<file path="src/rtl/ysyx_23060191_gpr_wb_arb_pkg.sv">
// Shared constants and types for the GPR writeback arbiter slice.
//   GPR_DATA_W : default GPR write data width
//   GPR_ADDR_W : register address width (fixed at 5)
//   GPR_NREG   : number of architectural registers
//   ARB_EXU / ARB_LSU : requester positions in the arbiter req/gnt vectors
package ysyx_23060191_gpr_wb_arb_pkg;

  localparam int unsigned GPR_DATA_W = 32;
  localparam int unsigned GPR_ADDR_W = 5;
  localparam int unsigned GPR_NREG   = 32;

  localparam int unsigned ARB_EXU = 0;
  localparam int unsigned ARB_LSU = 1;

  // Which requester wins when both ask in the same cycle.
  typedef enum logic {
    PRIO_EXU = 1'b0,
    PRIO_LSU = 1'b1
  } prio_e;

endpackage

</file>
<file path="src/rtl/ysyx_23060191_rr_arb2.sv">
// Two-requester round-robin arbiter.
//   clk, rst_n : clock, asynchronous active-low reset (priority returns to EXU)
//   req[1:0]   : requests, indexed by ARB_EXU / ARB_LSU
//   gnt[1:0]   : combinational one-hot (or zero) grant
// A lone request is always granted. On contention the priority holder wins and
// priority passes to the loser; uncontended grants leave priority unchanged.
module ysyx_23060191_rr_arb2
  import ysyx_23060191_gpr_wb_arb_pkg::*;
(
  input  logic       clk,
  input  logic       rst_n,
  input  logic [1:0] req,
  output logic [1:0] gnt
);

  prio_e prio;

  always_comb begin
    gnt = '0;
    if (req[ARB_EXU] && (!req[ARB_LSU] || prio == PRIO_EXU)) begin
      gnt[ARB_EXU] = 1'b1;
    end else if (req[ARB_LSU]) begin
      gnt[ARB_LSU] = 1'b1;
    end
  end

  always_ff @(posedge clk or negedge rst_n) begin
    if (!rst_n) begin
      prio <= PRIO_EXU;
    end else if (&req) begin
      prio <= gnt[ARB_EXU] ? PRIO_LSU : PRIO_EXU;
    end
  end

endmodule

</file>
<file path="src/rtl/ysyx_23060191_gpr_wb_arb.sv">
// GPR writeback arbiter with pending-write scoreboard.
//   clk, rst_n          : clock, asynchronous active-low reset
//   i_flush             : drop every pending bit (trap / redirect)
//   i_iss_*             : IDU issue request (valid, writes-rd, rd, rs1, rs2)
//   o_iss_stall         : RAW/WAW hazard against an in-flight write
//   i_exu_*, o_exu_ready: EXU writeback request and grant
//   i_lsu_*, o_lsu_ready: LSU writeback request and grant
//   o_wr_en_Rd, o_addr_Rd, o_data_Rd : registered GPR write port
//   o_wb_err            : sticky, a writeback hit a nonzero rd that was not pending
module ysyx_23060191_gpr_wb_arb
  import ysyx_23060191_gpr_wb_arb_pkg::*;
#(
  parameter int unsigned CPU_WIDTH = GPR_DATA_W,
  parameter int unsigned NREG      = GPR_NREG
) (
  input  logic                  clk,
  input  logic                  rst_n,
  input  logic                  i_flush,
  input  logic                  i_iss_valid,
  input  logic                  i_iss_wen,
  input  logic [GPR_ADDR_W-1:0] i_iss_rd,
  input  logic [GPR_ADDR_W-1:0] i_iss_rs1,
  input  logic [GPR_ADDR_W-1:0] i_iss_rs2,
  output logic                  o_iss_stall,
  input  logic                  i_exu_valid,
  input  logic [GPR_ADDR_W-1:0] i_exu_rd,
  input  logic [CPU_WIDTH-1:0]  i_exu_data,
  output logic                  o_exu_ready,
  input  logic                  i_lsu_valid,
  input  logic [GPR_ADDR_W-1:0] i_lsu_rd,
  input  logic [CPU_WIDTH-1:0]  i_lsu_data,
  output logic                  o_lsu_ready,
  output logic                  o_wr_en_Rd,
  output logic [GPR_ADDR_W-1:0] o_addr_Rd,
  output logic [CPU_WIDTH-1:0]  o_data_Rd,
  output logic                  o_wb_err
);

  logic [NREG-1:0]       pending;
  logic [NREG-1:0]       pending_nxt;
  logic [1:0]            req;
  logic [1:0]            gnt;
  logic                  any_gnt;
  logic [GPR_ADDR_W-1:0] sel_rd;
  logic [CPU_WIDTH-1:0]  sel_data;
  logic                  iss_accept;

  assign req[ARB_EXU] = i_exu_valid;
  assign req[ARB_LSU] = i_lsu_valid;

  ysyx_23060191_rr_arb2 u_arb (
    .clk   (clk),
    .rst_n (rst_n),
    .req   (req),
    .gnt   (gnt)
  );

  assign o_exu_ready = gnt[ARB_EXU];
  assign o_lsu_ready = gnt[ARB_LSU];
  assign any_gnt     = |gnt;
  assign sel_rd      = gnt[ARB_LSU] ? i_lsu_rd   : i_exu_rd;
  assign sel_data    = gnt[ARB_LSU] ? i_lsu_data : i_exu_data;

  // pending[0] is never set, so rs/rd == x0 never causes a stall.
  assign o_iss_stall = i_iss_valid &
                       (pending[i_iss_rs1] | pending[i_iss_rs2] |
                        (i_iss_wen & pending[i_iss_rd]));
  assign iss_accept  = i_iss_valid & ~o_iss_stall & ~i_flush;

  // Order matters: commit-clear, then issue-set (set wins), then flush (wins over all).
  always_comb begin
    pending_nxt = pending;
    if (o_wr_en_Rd) begin
      pending_nxt[o_addr_Rd] = 1'b0;
    end
    if (iss_accept && i_iss_wen && (i_iss_rd != '0)) begin
      pending_nxt[i_iss_rd] = 1'b1;
    end
    if (i_flush) begin
      pending_nxt = '0;
    end
    pending_nxt[0] = 1'b0;
  end

  always_ff @(posedge clk or negedge rst_n) begin
    if (!rst_n) begin
      pending <= '0;
    end else begin
      pending <= pending_nxt;
    end
  end

  // Output stage: a granted request commits one cycle later; flush does not touch it.
  always_ff @(posedge clk or negedge rst_n) begin
    if (!rst_n) begin
      o_wr_en_Rd <= 1'b0;
      o_addr_Rd  <= '0;
      o_data_Rd  <= '0;
    end else if (any_gnt) begin
      o_wr_en_Rd <= (sel_rd != '0);
      o_addr_Rd  <= sel_rd;
      o_data_Rd  <= sel_data;
    end else begin
      o_wr_en_Rd <= 1'b0;
    end
  end

  always_ff @(posedge clk or negedge rst_n) begin
    if (!rst_n) begin
      o_wb_err <= 1'b0;
    end else if (any_gnt && (sel_rd != '0) && !pending[sel_rd]) begin
      o_wb_err <= 1'b1;
    end
  end

endmodule
</file>
<file path="config.mk">
export PLATFORM = sky130hd
export DESIGN_NAME = ysyx_23060191_gpr_wb_arb
export DESIGN_NICKNAME = d
export VERILOG_FILES = /design/src/rtl/ysyx_23060191_gpr_wb_arb_pkg.sv /design/src/rtl/ysyx_23060191_rr_arb2.sv /design/src/rtl/ysyx_23060191_gpr_wb_arb.sv
export SDC_FILE = /design/constraint.sdc
export NUM_CORES = 1
export LEC_CHECK = 0
export ABC_AREA = 1
export BUFFER_PORTS_ARGS = -buffer_cell sky130_fd_sc_hd__buf_2
export CAP_MARGIN = 25
export CORE_MARGIN = 3
export CORE_UTILIZATION = 45
export CTS_CLUSTER_SIZE = 40
export DETAILED_ROUTE_END_ITERATION = 16
export PLACE_DENSITY = 0.76
export REMOVE_ABC_BUFFERS = 1
export SYNTH_ARGS = -nofsm -noshare
export SYNTH_HDL_FRONTEND = slang
export SYNTH_SLANG_ARGS = --single-unit
</file>
<file path="constraint.sdc">
create_clock -name clk -period 3.1 [get_ports clk]
set_input_delay 0 -clock clk [delete_from_list [all_inputs] [get_ports clk]]
set_output_delay 0 -clock clk [all_outputs]
set_load 0.02 [all_outputs]
</file>
# Yosys cells after proc, flatten, opt, wreduce, memory -nomap -nowiden
# Index checks and enable logic that the tools add are counted.
# totals
regBits,71
out_inout_bits,42
input_bits,96
wordCells,61
# op_classes
n_bitwise,12
mux,22
reduce_logical,14
magnitude_cmp,7
# ops
cell,n
32-bit two-way mux,4
32-bit AND,1
32-bit NOT,1
32-bit OR,1
5-bit by 6-bit less-than comparator with 1-bit output (second input constant),5
1-bit binary-select mux with 5-bit select,4
1-bit two-way mux,11
1-bit demux with 5-bit select,2
5-bit by 1-bit >= comparator with 1-bit output (second input constant),2
5-bit nonzero test,2
1-bit logical AND,7
5-bit two-way mux,1
1-bit AND,4
1-bit NOT,3
1-bit logical NOT,2
1-bit OR,2
2-bit AND reduction,1
2-bit OR reduction,1
1-bit logical OR,1

# Logic depth before layout (Yosys ltp)
# Gate-level depths: netlist (run 1).
# logic_depth
ltp_word,12
depth_mapped,16
depth_no_buf,14

# By module
# Synthesis (run 1) repeated with hierarchy kept, for this count alone.
# unflattened
hier_cells,827
hier_area_um2,5295.1
# by_module_without_submodules
mod,seq_area_each_um2,cells_each,area_each_um2,n_inst
ysyx_23060191_gpr_wb_arb,1751.7,819,5235.0,1
ysyx_23060191_rr_arb2,25.0,8,60.1,1

# Least setup slack after synthesis (run 1)
# OpenSTA, ideal clock, no wires.
# synth_timing
path_type,register -> register
startpoint,reg o_addr_Rd[1]
endpoint,reg pending[11]
period_less_slack_ns,1.681
required_time_ns,2.968
path_buffers,0
path_stages_with_launch,8
setup_ns,0.132
path_slack_ns,1.419
arrival_time_ns,1.549
path_cell_list,dfrtp_1 -> inv_1 -> nor3_1 -> a21oi_1 -> a21oi_1 -> nand3_2 -> nand2_1 -> nor2_1
# synth_via
elab_chain_len,10
word_cells_on_any_way,11
cone_classes,order compare (2); mux (5); bitwise (3); reduce/logical (1)
# synth_lines
item,line_no,text
"start, declared",ysyx_23060191_gpr_wb_arb.sv:34,"output logic [GPR_ADDR_W-1:0] o_addr_Rd,"
"start signal, assigned",ysyx_23060191_gpr_wb_arb.sv:101,o_addr_Rd <= sel_rd;
5-bit by 6-bit less-than comparator with 1-bit output (implied by the code) or 5-bit by 1-bit >= comparator with 1-bit output (tied branches),ysyx_23060191_gpr_wb_arb.sv:74,pending_nxt[o_addr_Rd] = 1'b0;
1-bit logical AND (implied by the code),ysyx_23060191_gpr_wb_arb.sv:74,
1-bit two-way mux (implied by the code),ysyx_23060191_gpr_wb_arb.sv:74,
1-bit demux with 5-bit select *,ysyx_23060191_gpr_wb_arb.sv:74,
32-bit NOT (no line) *,n/a,
32-bit AND (no line) *,n/a,
32-bit two-way mux *,ysyx_23060191_gpr_wb_arb.sv:73,if (o_wr_en_Rd) begin
32-bit OR (no line),n/a,
32-bit two-way mux *,ysyx_23060191_gpr_wb_arb.sv:76,if (iss_accept && i_iss_wen && (i_iss_rd != '0)) begin
32-bit two-way mux *,ysyx_23060191_gpr_wb_arb.sv:79,if (i_flush) begin
net pending_nxt[11],ysyx_23060191_gpr_wb_arb.sv:40,logic [NREG-1:0] pending_nxt;
"end signal, assigned",ysyx_23060191_gpr_wb_arb.sv:89,pending <= pending_nxt;
"end, declared",ysyx_23060191_gpr_wb_arb.sv:39,logic [NREG-1:0] pending;
# The timed path passes the listed nets; every way through them passes the cells marked *.
# A chain may end at the register's enable or synchronous reset.

# Worst setup path after layout (run 1)
# layout_timing
startpoint,reg pending[12]
endpoint,reg pending[30]
# layout_via
elab_chain_len,12
word_cells_on_any_way,17
cone_classes,mux (8); bitwise (7); reduce/logical (2)
# layout_lines
item,line_no,text
1-bit binary-select mux with 5-bit select (on tied branches),"ysyx_23060191_gpr_wb_arb.sv:66, ysyx_23060191_gpr_wb_arb.sv:67",
1-bit two-way mux (on tied branches),"ysyx_23060191_gpr_wb_arb.sv:66, ysyx_23060191_gpr_wb_arb.sv:67",
1-bit OR or 1-bit AND (tied branches),"ysyx_23060191_gpr_wb_arb.sv:66, ysyx_23060191_gpr_wb_arb.sv:67",
1-bit OR *,ysyx_23060191_gpr_wb_arb.sv:66,(pending[i_iss_rs1] | pending[i_iss_rs2] |
1-bit AND *,ysyx_23060191_gpr_wb_arb.sv:65,assign o_iss_stall = i_iss_valid &
1-bit NOT *,ysyx_23060191_gpr_wb_arb.sv:68,assign iss_accept = i_iss_valid & ~o_iss_stall & ~i_flush;
1-bit AND * (2 in series),ysyx_23060191_gpr_wb_arb.sv:68,
1-bit logical AND * (2 in series),ysyx_23060191_gpr_wb_arb.sv:76,
32-bit two-way mux *,ysyx_23060191_gpr_wb_arb.sv:76,
32-bit two-way mux *,ysyx_23060191_gpr_wb_arb.sv:79,
net pending_nxt[30],ysyx_23060191_gpr_wb_arb.sv:40,
# The timed path passes the listed nets; every way through them passes the cells marked *. The select of a mux whose other input is x is not followed.

==> results of run 1 <==
-- power groups by stage --
stage / clock network (mW) / logic, mW / registers [mW]
finish: 0.996 / 0.874 / 1.05
global route: 1.04 / 0.954 / 1.06
CTS: 0.994 / 0.843 / 1.05
detailed placement: 0 / 0.738 / 1.07
global placement: 0 / 0.735 / 1.06
floorplan: 0 / 0.349 / 1.13
-- registers in the layout, indices dropped and copies added, names as in the netlist --
signal,cells
o_addr_Rd,5
o_data_Rd,32
o_wb_err,1
o_wr_en_Rd,1
pending,31
u_arb.prio,1
-- metal layers --
layer	vias up	wire [um]	GRT usage
li1	3070	-	-
met1	2926	8010	0.409
met2	354	9250	0.492
met3	60	2010	0.0629
met4	0	730	0.124
met5	-	0	0
-- kinds of logic (layout without fill, tap and decap cells) --
group / Yosys count / count (layout) / share of synthesized area
DFF: 71 / 71 / 0.337
AOI/OAI and AO/OA: 85 / 85 / 0.0858
and+or+nand+nor: 558 / 558 / 0.466
buffers and inverters: 132 / 328 / 0.111
-- final cells by class --
| type | instances | area [um^2] |
|---|---|---|
| well taps | 140 | 175 |
| inverters | 95 | 357 |
| multi-input cells | 643 | 2910 |
| repair buffers | 217 | 1480 |
| flip-flops and latches | 71 | 1780 |
| clock inverters | 6 | 46.3 |
| fillers | 1022 | 4150 |
| clock buffers | 10 | 229 |
-- worst paths after layout --
| path | start | to | slack (ns) | depth (start not counted) |
|---|---|---|---|---|
| worst max-delay path | pending[12] | pending[30] | 0.61 | 13 |
| worst min-delay path | i_lsu_valid | u_arb.prio | 0.03 | 3 |
| worst max register to register | pending[12] | pending[30] | 0.61 | 13 |
| worst min register to register | o_wb_err | o_wb_err | 0.46 | 2 |
| max in group asynchronous | rst_n | pending[1] | 2.17 | 3 |
| min in group asynchronous | rst_n | o_data_Rd[0] | 0.09 | 2 |
-- worst max-delay path, stage by stage, from the launching register on --
cell and delay, ns:
dfrtp_1 0.38, inv_1 0.18, o21ai_0 0.11, nand2_1 0.08, nand2_1 0.05, nand2_1 0.10
nand2_1 0.07, nor2_2 0.17, nand2_1 0.07, nand2_1 0.07, nand4_2 0.67, nand2_1 0.24
nand2_1 0.07, nor2_1 0.14
-- synth_stat cells (2+ instances only) --
cell      number
nand2_2        3
o21ai_0       18
clkbuf_1      11
buf_1          3
nor2_4         2
nor2_2         3
nand2_1      340
buf_6          7
a21oi_1       60
buf_4          6
nor3_1        20
o21ai_1        2
inv_2          9
buf_2         10
inv_1         86
nor2_1        34
nand3_1      132
dfrtp_1       71
nand3_2       20
-- per-stage QoR --
stage	power, mW	hold WS [ns]	cell area, um^2	cells	utilization
6_report	2.92	0.0282	6980	1182	0.627
5_1_grt	3.05	0.0588	6980	1182	0.627
4_1_cts	2.89	0.0177	6950	1181	0.625
3_5_place_dp	1.80	-0.0835	6010	1099	0.541
3_3_place_gp	1.80	-0.0901	6010	1099	0.541
2_1_floorplan	1.48	-0.296	5040	809	-
-- timing repair --
item / CTS / global route
resized for setup: 0 / 0
hold endpoints to repair: 65 / 0
hold buffers: 66 / 0
==> results.txt, run 1 <==
STA puts the critical path data required time at 3.36 ns. For this run, the number of Yosys warnings is 0. In the post-synthesis netlist, the biggest area contributors are dfrtp_1 (34%), nand2_1 (24%), nand3_1 (13%). The half-perimeter wire length after detailed placement is 13100 um.

Of all nets on the critical path, the largest fanout is 31. The hold violation count in the final report is 0. After detailed routing, the number of remaining DRC violations is 0.

The global-route wire length before repair is 31500 um. In this run the power density over the cells is 419 nW/um^2. The pin count of the biggest net entering global routing is 40. The floorplan row count is 38. The kind of end point of the critical path is a register.

The switching power is 1.05 mW. The post-route worst setup slack is between 0.6 and 0.7 ns. The share of total power dissipated in sequential elements is 0.360. The total standard cell area after synthesis came out at 5270 um^2.

The number of global-route vias before repair is ~6000. The TritonCTS buffer count is 9. The number of vias after detailed routing came out at 6410. Leaving out fill and tap cells, the most frequent cell in the layout is nand2_1. The I/O pin count is 138. For this run, the top clock speed supported by timing is 401 MHz.

The number of vias per cell came out at approximately 5.4. The internal power component is 1.88 mW. Of the post-synthesis cell area, the dominant cell type holds 0.337.

The clock passes through at most 2 buffers. Of the total power, the share spent switching nets is 0.358. In this run the static leakage power is between 3 and 4 nW.

The total count of max-transition violations in the final report is 0. The placement-stage worst setup slack came out at 0.620 ns. The worst setup path is launched from a register. The final wirelength came out at ~20000 um. The accumulated negative setup slack came out at 0 ns. The sequential-to-total area share from yosys stat came out at 0.337. The mean instance size in the synthesized netlist is 6.23 um^2. The floorplan step set the die height to 114 um. From synthesis to final layout, the design area changed by 32.5%. IR analysis of the VDD net gives a maximum drop of between 0.2 and 0.25 mV. Of the total power, the clock network draws 0.341. The initial antenna violation count came out at 0. The area enclosed by the die boundary is 13000 um^2. TritonCTS built the clock tree. Max-cap violations in this run came to 0.

The flip-flop and latch count after synthesis is 71. The number of nets in the final layout came out at 1133. The number of flops mapped to enable cells by yosys is 0. Setup violations remaining at the end of the flow were counted as 0. The library cells used most frequently in the layout, excluding fill and tap cells, are nand2_1 (340), buf_2 (137), nand3_1 (132). By startpoint and endpoint, the worst setup path is classified as reg2reg. For this configuration, the core starts out at a cell density of 0.473. Setup repair after global routing left no endpoint under its margin. The root cell of the clock tree is clkbuf_16. The final estimated routing congestion in global placement came out at 0.981. The part of the power in combinational logic came out at 0.299.

The share of flip-flops with an asynchronous set or reset is 1.00. Across every metal layer, demand over resource in global routing totals 0.308. The number of diodes added for antenna fixing came out at 0. The count of buffers added on input and output ports is 137. For the pin with the worst max-slew slack, the measured transition is 0.904 ns. The class of the most critical hold timing path is in2reg. The total area inside the core boundary comes to between 10000 and 15000 um^2. The number of distinct standard cells referenced by the synthesized netlist came out at 28. The final critical-path share of the clock period is 0.804. The instance count of the mapped netlist is 846.

The worst slew margin relative to its limit is 0.396. After global routing the overflow that remains totals 0. The leading register cell type out of synthesis is dfrtp_1. Of the cells placed in the final design, the portion with a size suffix greater than 1 is 0.200. The minimum period implied by the final worst setup slack came out at 2.49 ns.

The average routed wire per standard cell came out at ~17 um. The detailed router's first-iteration violation count came out at 733. The first detailed-routing pass took 5 iterations. The number of H-tree branching levels is 3. The latest clock arrival within the worst-skew pair is about 0.34 ns.

The arrival time at the worst endpoint is 2.75 ns. Counting every sink on the clock net gives 71. The count of nets left with antenna violations once routing finished came out at 0. The chip width came out at 114 um.

The worst clock skew is 0.00646 ns. The flow ran to the end, and the final reports show no timing, DRC or antenna violations. The post-CTS setup buffer count came out at 0. The clock transition time at the flip-flop clock pins of the worst setup and hold paths is 0.06 ns. Of all cell types, the one taking the most synthesized area is dfrtp_1.
No activity file was read; power rests on OpenSTA's default activity.
==> run 2, diff against run 1 <==
Settings changed: PLACE_DENSITY 0.76 to 0.78.
Clock period 3.1 ns to 2.25 ns, I/O delays scaled along.
==> results.txt, run 2 (synthesis gave the netlist of run 1 again) <==
The flow ran to the end, but the final reports show violations. The final reports fail on hold timing. The capturing point of the worst reg2reg path is pending[6]. The accumulated negative setup slack is 0 ns (unchanged). The latest clock arrival within the worst-skew pair came out at 0.35 ns (about the same). The fraction of final layout cells sized beyond drive strength 1 is 0.210 (+0.0108). The number of cells upsized or downsized after cts came out at 0 (unchanged).

The arrival time at the worst endpoint is 2.02 ns (-0.73 ns). The final wirelength is 20400 um (+2.0%). The detailed router's first-iteration violation count is 1104 (+51%). The top register by number of flip-flops is o_data_Rd. The fill cell instance count of the final layout was 919 (-10%). The pin count of the biggest net entering global routing came out at 72 (+80%). The maximum VDD drop is 0.373 mV (+50%). The largest registers in the layout are o_data_Rd x32, pending x31, o_addr_Rd x5. The sink count of the clock tree is 71 (unchanged). The height of the chip is 114 um (unchanged). The TritonCTS buffer count came out at 9 (unchanged). The number of vias per cell is 5.56 (+2.5%). The slew of the pin with the lowest slew margin is 0.839 ns (-0.0646 ns). The post-detailed-placement cell area is 6130 um^2 (+1.9%). The number of H-tree branching levels came out at 3 (unchanged). The worst clock skew came out at 0.00456 ns (-0.00190 ns). The half-perimeter wire length after detailed placement was 13000 um (-1.5%). The global-route wire length before repair came out at 32800 um (+4.0%). The count of antenna-violating nets left after detailed routing is 0 (unchanged). The static leakage power is 3.76 nW (+2.6%).

The TritonCTS clock tree is yes. Leaving out fill and tap cells, the most frequent cells in the layout are nand2_1 (340), buf_2 (136), nand3_1 (132). The number of hold buffers added after CTS came to 66 (unchanged).

The final estimated routing congestion in global placement is 1.04 (+6.1%). The leftover overflow at the end of global routing was 0 (unchanged). The root buffer cell chosen for the clock tree is clkbuf_16. The maximum fanout along the worst path came out at 3 (-90%). The count of buffers from port buffering came out at 137 (unchanged). The number of nets in the final layout came out at 1146 (+1.1%).

The length in cells of the worst reg-to-reg path was 13 (unchanged). The final standard cell area without fillers came to 7140 um^2 (+2.4%). The flip-flop count of the largest register after layout came out at 32 (unchanged). The post-route worst setup slack came out at 0.233 ns (-0.373 ns). The iteration count of the initial detailed-routing pass is 6 (+1). The area enclosed by the die boundary came out at 13000 um^2 (unchanged). The required time reported for the critical path endpoint is 2.25 ns (-1.11 ns). The final hold slack came out at -0.00884 ns (-0.0371 ns). The hold violation count in the final report is 2 (+2). The number of global-route vias before repair came out at 6491 (+7.8%). The overall global routing resource usage came to 0.319 (+0.0110).

STA classifies the critical path startpoint as a register. Leaving out fill and tap cells, the most frequent cell in the layout is nand2_1. The kind of end point of the critical path is a primary output.

The number of maximum-capacitance constraint violations was 0 (unchanged). The area added between synthesis and finish is 35.6%. The I/O pin count is 138 (unchanged).

The placement-stage worst setup slack is 0.314 ns (-0.306 ns). The minimum period implied by the final worst setup slack came out at 2.02 ns. The placeable core area came out at 11100 um^2 (unchanged).

The maximum number of buffers from clock root to sink came out at 2 (unchanged). The clock transition time at the flip-flop clock pins of the worst setup and hold paths came to 0.06 ns (about the same). The number of vias after detailed routing is 6647 (+3.7%). The worst setup slack for register-to-register paths is 0.26 ns (-0.35 ns). The overall power is 4.31 mW (+47%).

The reg-to-reg critical path startpoint is pending[14]. The average routed wire per standard cell came out at 17.0 um (+0.78%). The count of unresolved DRC violations after routing is 0 (unchanged). The final count of negative-setup-slack endpoints is 0 (unchanged). The initial antenna violation count is 1 (+1). The worst hold path belongs to the class in2async. The critical path in this run is classified as reg2out.

Setup repair after global routing left no endpoint under its margin. Static timing analysis puts the maximum clock frequency at between 400 and 500 MHz. The post-CTS setup buffer count is 0 (unchanged). The worst slew margin relative to its limit came out at 0.436 (+0.0402). The floorplan row count is 38 (unchanged). The starting density of the core is 0.473 (unchanged). The chip width was 114 um (unchanged).

The total count of max-transition violations in the final report came out at 0 (unchanged). The final critical-path share of the clock period came out at 0.896. The ratio of total power to cell area is 603 nW/um^2 (+44%).
## run 2: worst max path at each step
stage | cells after the start | from | to
after floorplan | 8 | i_iss_rd[0] | pending[10]
after global placement | 15 | i_iss_rd[0] | pending[28]
after detailed placement | 14 | i_iss_rd[0] | pending[6]
after CTS | 11 | pending[22] | o_iss_stall
after global routing | 11 | pending[29] | o_iss_stall
final | 11 | pending[14] | o_iss_stall
## run 2: where the power goes
group          switching (mW)  leakage (nW)  internal, mW
Clock                   0.643         0.153         0.984
Sequential             0.0713         0.910          1.38
Combinational           0.766          2.69         0.468
## run 2: cell type report
type | instances | area, um^2 | share of cell area
well taps | 140 | 175 | 0.0245
diodes | 1 | 2.50 | 0.000350
inverters | 95 | 357 | 0.0499
repair buffers | 230 | 1600 | 0.223
clock inverters | 7 | 101 | 0.0142
clock buffers | 9 | 225 | 0.0315
flip-flops and latches | 71 | 1780 | 0.249
multi-input cells | 643 | 2910 | 0.407
## run 2: through the flow
stage | cells | hold WS (ns) | utilization
after detailed placement | 1112 | 0.207 | 0.551
after CTS | 1194 | 0.00798 | 0.639
final | 1196 | -0.00884 | 0.642
after floorplan | 809 | -0.296 | -
after global placement | 1112 | 0.203 | 0.551
after global routing | 1196 | 0.00391 | 0.642
## run 2: worst max-delay path, stage by stage, from the launching register on
cell and delay (ns):
dfrtp_1 0.43, inv_1 0.15, nand2_1 0.07, nand3_1 0.07, nand3_1 0.08, nand3_1 0.09
nand3_1 0.07, nand2_1 0.18, nand2_1 0.13, o21ai_0 0.19, inv_1 0.05, buf_2 0.16
## run 2: routing by layer
layer | GRT usage | vias to the layer above | share of wire
li1 | - | 3103 | -
met1 | 0.406 | 2969 | 0.38
met2 | 0.520 | 482 | 0.46
met3 | 0.0634 | 93 | 0.11
met4 | 0.154 | 0 | 0.047
met5 | 0 | - | 0
